$ cat src/rtl/bitscan_pkg.sv
// Shared constants and state encoding for the set-bit position scanner.
package bitscan_pkg;

  localparam int unsigned WIDTH = 32;
  localparam int unsigned IDX_W = 5;
  localparam int unsigned CNT_W = 6;

  typedef enum logic [1:0] {
    IDLE = 2'd0,
    SCAN = 2'd1,
    DONE = 2'd2
  } state_t;

endpackage

$ cat src/rtl/bit_prienc32.sv
// 32-to-5 priority encoder with found flag; MSB_FIRST picks the winning end.
module bit_prienc32
  import bitscan_pkg::*;
#(
  parameter bit MSB_FIRST = 1'b0
) (
  input  logic [WIDTH-1:0] i_vec,
  output logic [IDX_W-1:0] o_idx,
  output logic             o_found
);

  // Ascending walk: LSB-first keeps the first hit, MSB-first lets later hits override.
  always_comb begin
    o_idx   = '0;
    o_found = 1'b0;
    for (int unsigned i = 0; i < WIDTH; i++) begin
      if (i_vec[i] && (MSB_FIRST || !o_found)) begin
        o_idx   = IDX_W'(i);
        o_found = 1'b1;
      end
    end
  end

endmodule

$ cat src/rtl/bitpos_scanner.sv
// Expands a 32-bit word into a valid/ready stream of its set-bit indices.
// Build option: BITSCAN_MSB_FIRST_EN emits indices in descending order.
module bitpos_scanner
  import bitscan_pkg::*;
(
  input  logic             clk,
  input  logic             reset,
  input  logic             start,
  input  logic [WIDTH-1:0] numin,
  input  logic             pos_ready,
  output logic             pos_valid,
  output logic [IDX_W-1:0] pos,
  output logic             last,
  output logic [CNT_W-1:0] count,
  output logic             busy,
  output logic             done
);

`ifdef BITSCAN_MSB_FIRST_EN
  localparam bit LP_MSB_FIRST = 1'b1;
`else
  localparam bit LP_MSB_FIRST = 1'b0;
`endif

  state_t           r_state;
  state_t           w_next_state;
  logic [WIDTH-1:0] r_work;
  logic [CNT_W-1:0] r_count;
  logic [CNT_W-1:0] w_popcnt;
  logic [IDX_W-1:0] w_idx;
  logic             w_found;
  logic             w_single;
  logic             w_accept;
  logic             w_take;

  bit_prienc32 #(
    .MSB_FIRST(LP_MSB_FIRST)
  ) u_prienc (
    .i_vec  (r_work),
    .o_idx  (w_idx),
    .o_found(w_found)
  );

  always_comb begin
    w_popcnt = '0;
    for (int unsigned i = 0; i < WIDTH; i++) begin
      w_popcnt = w_popcnt + CNT_W'(numin[i]);
    end
  end

  // Clearing the lowest set bit leaves zero only when exactly one bit was set.
  assign w_single = (r_work != '0) && ((r_work & (r_work - WIDTH'(1))) == '0);

  always_comb begin
    w_next_state = r_state;
    w_accept     = 1'b0;
    w_take       = 1'b0;
    pos_valid    = 1'b0;
    pos          = '0;
    last         = 1'b0;
    busy         = 1'b0;
    done         = 1'b0;
    case (r_state)
      IDLE: begin
        if (start) begin
          w_accept     = 1'b1;
          w_next_state = (numin != '0) ? SCAN : DONE;
        end
      end
      SCAN: begin
        pos_valid = 1'b1;
        pos       = w_idx;
        last      = w_single && w_found;
        busy      = 1'b1;
        if (pos_ready) begin
          w_take = 1'b1;
          if (w_single) w_next_state = DONE;
        end
      end
      DONE: begin
        busy         = 1'b1;
        done         = 1'b1;
        w_next_state = IDLE;
      end
      default: w_next_state = IDLE;
    endcase
  end

  always_ff @(posedge clk) begin
    if (!reset) begin
      r_state <= IDLE;
      r_work  <= '0;
      r_count <= '0;
    end else begin
      r_state <= w_next_state;
      if (w_accept) begin
        r_work  <= numin;
        r_count <= w_popcnt;
      end else if (w_take) begin
        r_work <= r_work & ~(WIDTH'(1) << w_idx);
      end
    end
  end

  assign count = r_count;

endmodule

$ cat config.mk
export PLATFORM = sky130hd
export DESIGN_NAME = bitpos_scanner
export DESIGN_NICKNAME = d
export VERILOG_FILES = /design/src/rtl/bitscan_pkg.sv /design/src/rtl/bit_prienc32.sv /design/src/rtl/bitpos_scanner.sv
export SDC_FILE = /design/constraint.sdc
export NUM_CORES = 1
export LEC_CHECK = 0
export CELL_PAD_IN_SITES_DETAIL_PLACEMENT = 1
export CELL_PAD_IN_SITES_GLOBAL_PLACEMENT = 2
export CORE_UTILIZATION = 33
export CTS_CLUSTER_DIAMETER = 40
export DETAILED_ROUTE_END_ITERATION = 10
export GPL_ROUTABILITY_DRIVEN = 0
export PLACE_DENSITY = 0.93
export SLEW_MARGIN = 20
export SYNTH_ARGS = -nofsm -noshare
export SYNTH_HDL_FRONTEND = slang
export SYNTH_HIERARCHICAL = 1
export SYNTH_SLANG_ARGS = --single-unit
$ cat constraint.sdc
create_clock -name clk -period 6.05 [get_ports clk]
set_input_delay 0.605 -clock clk [delete_from_list [all_inputs] [get_ports clk]]
set_output_delay 0.605 -clock clk [all_outputs]
set_load 0.05 [all_outputs]
==> impl_metrics.tcl <==
set metrics [dict create \
    status "finished, final reports clean" \
    dr.pass1.iters 4 \
    die_w_um 104.8 \
    routed_wl_um 11230 \
    nets 533 \
    hold_path_startpoint "count[0]" \
    num_vias 3356 \
    r2r_end "r_state[0]" \
    whs_endpoint "count[0]" \
    ys_ff_latch 40 \
    worst_pin_slew_ps 638.3 \
    async_flop_share_pct 0 \
    antenna_found_initial 0 \
    root_buffer "clkbuf_8" \
    remaining_drc_errors 0 \
    cts_made_buffers 5 \
    grt_setup_unrepaired "false" \
    seqCellArea_sq_um 800.8 \
    maxCapViolations 0 \
    fmax_mhz 178.1 \
    clockBufferDepth 2 \
    finClkSkew_ps 4.770 \
    mappedNetlistArea_sq_um 3485 \
    arrival_ps 5810 \
    clock_latency_ps 300 \
    required_ps 6250 \
    finalHoldWorstSlack_ps 477.0 \
    ir_drop_mv 0.3970 \
    grt_use_total_pct 21.54 \
    grt_start_max_net_pins 42 \
    power_leakage_nw 1.580 \
    dieArea_sq_um 10970 \
    areaGrowthSynthToFinish_pct 21.11 \
    grt_pass1_wl_um 18640 \
    period_needed_ps 5614 \
    fp.coreArea_sq_um 10280 \
    cp_max_fo 3 \
    cts_tree "built" \
    synth_cell_types 58 \
    critical_path_class "input port to register" \
    rows 37 \
    multi_input_area_sq_um 2470 \
    drtIter0Drc 179 \
    final_max_slew_viol_count 0 \
    dp_hpwl_um 9003 \
    h-tree-depth 2 \
    syn_inst 418 \
    final_cell_mix "58 x nand2_1, 49 x clkdlybuf4s50_1, 42 x inv_1" \
    synth_ff_type "dfxtp_1" \
    reg2reg_depth 9 \
    powerDensity_nw_per_um2 414.3 \
    hold_viol 0 \
    fillers 1229 \
    cts_sinks 40 \
    initial_core_util_pct 33.91 \
    slew_headroom_pct 56.98 \
    yosysWarnings 6 \
    ys_seq_area_share_pct 22.98 \
    startpoint_type "input port" \
    synth-edff-count 0 \
    syn_area_per_cell_sq_um 8.336 \
    hold_depth 2 \
    synthesis.nets 489 \
    pin_count 51 \
    hold_buffers 0 \
    setup_violations 0 \
    post_cts_buffers 0 \
    r2r_start "r_work[1]" \
    post_drt_wl_per_cell_um 18.75 \
    portBuffers 50 \
    drive_gt1_share_pct 6.479 \
    die_y_um 104.8 \
    r2r_setup_slack_ps 2910 \
    cp-end-kind "register" \
    clkSlewWorstSetupHoldPaths_ps 90 \
    vias_per_cell 5.603 \
    min_path_type "register to register" \
    tns_ps 0 \
    ctsResizeCount 0 \
    ant_nets 0 \
    grt_pass1_vias 3578 \
    period_share_pct 92.79 \
    gr-total-overflow 0 \
    final_common_cell "nand2_1" \
    diodes 0 \
]
## metal layers
metal	vias up	GRT usage [%]	part of all wire (%)
met3	25	1.684	3.1
li1	1602	-	-
met5	-	0	0
met1	1643	27.20	45
met2	86	38.41	50
met4	0	7.545	2.6
## cells in the mapped netlist, types with 3 or more instances
| cell type | n | area, sq um |
|---|---|---|
| o22ai_1 | 3 | 18.77 |
| nor2_1 | 22 | 82.58 |
| a31oi_1 | 3 | 18.77 |
| nor3_1 | 11 | 55.05 |
| nor4_4 | 4 | 85.08 |
| a221oi_1 | 3 | 26.28 |
| a21oi_1 | 12 | 60.06 |
| o211ai_1 | 35 | 262.8 |
| nor4_1 | 14 | 87.58 |
| nand2_1 | 58 | 217.7 |
| a21o_1 | 3 | 22.52 |
| inv_1 | 42 | 157.7 |
| nand3_1 | 4 | 20.02 |
| o21ai_0 | 7 | 35.03 |
| and2_1 | 8 | 50.05 |
| and3_1 | 3 | 18.77 |
| o31ai_1 | 4 | 30.03 |
| or4_1 | 5 | 37.54 |
| clkbuf_1 | 13 | 48.80 |
| or2_2 | 3 | 18.77 |
| nor2b_1 | 6 | 37.54 |
| fa_1 | 24 | 480.5 |
| ha_1 | 11 | 137.6 |
| a21boi_0 | 36 | 270.3 |
| dfxtp_1 | 40 | 800.8 |
## state kept, by name, summed over array words and instances, names as in the netlist
name	cells
count	6
r_state	2
r_work	32
## worst max-delay path by stage
stage,from,end,slack (ps),cells past startpoint
6_report,numin[3],count[4],440,18
5_1_grt,numin[3],count[4],240,18
4_1_cts,numin[3],count[4],460,18
3_5_place_dp,numin[3],count[4],180,18
3_3_place_gp,numin[3],count[4],280,18
2_1_floorplan,numin[0],count[4],940,17
## metrics by stage
stage	total power [mW]	cells	setup slack, ps	instance area (sq um)	utilization (%)
finish	1.748	599	436.4	4220	41.06
global route	1.911	599	243.5	4220	41.06
CTS	1.758	599	462.8	4220	41.06
detailed placement	1.524	591	179.6	4109	39.98
global placement	1.466	591	283.8	4114	40.03
floorplan	1.209	418	942.9	3485	-
## cell families after synthesis
group / synth area share (%)
buffers and inverters: 6.140
flip-flops: 22.98
AND/OR/NAND/NOR: 24.70
adder cells (fa/ha/maj): 18.31
AO/OA/AOI/OAI: 26.86
XOR/XNOR: 1.006
## worst max-delay path, cell delays in order
cell and delay, ps:
clkdlybuf4s50_1 550, inv_1 80, fa_1 530, inv_1 80, fa_1 480, fa_1 560, fa_1 450, fa_1 510
inv_1 50, fa_1 480, inv_1 40, ha_1 210, fa_1 410, a21o_1 200, a21oi_1 170, xor2_1 150
o21ai_0 90, and2_1 170
## final cells by class
class / instances / area share (%)
Timing Repair Buffer: 52 / 12.10
Clock inverter: 3 / 1.008
Inverter: 42 / 3.736
Multi-Input combinational cell: 321 / 58.52
Clock buffer: 5 / 1.631
Tap cell: 136 / 4.032
Sequential cell: 40 / 18.97
## power breakdown
group / internal, mW / leakage [nW] / switching, mW / total, mW
clock network: 0.122 / 0.0541 / 0.105 / 0.227
logic: 0.475 / 1.20 / 0.680 / 1.15
registers: 0.303 / 0.328 / 0.0638 / 0.366
No activity file was read; power rests on OpenSTA's default activity.
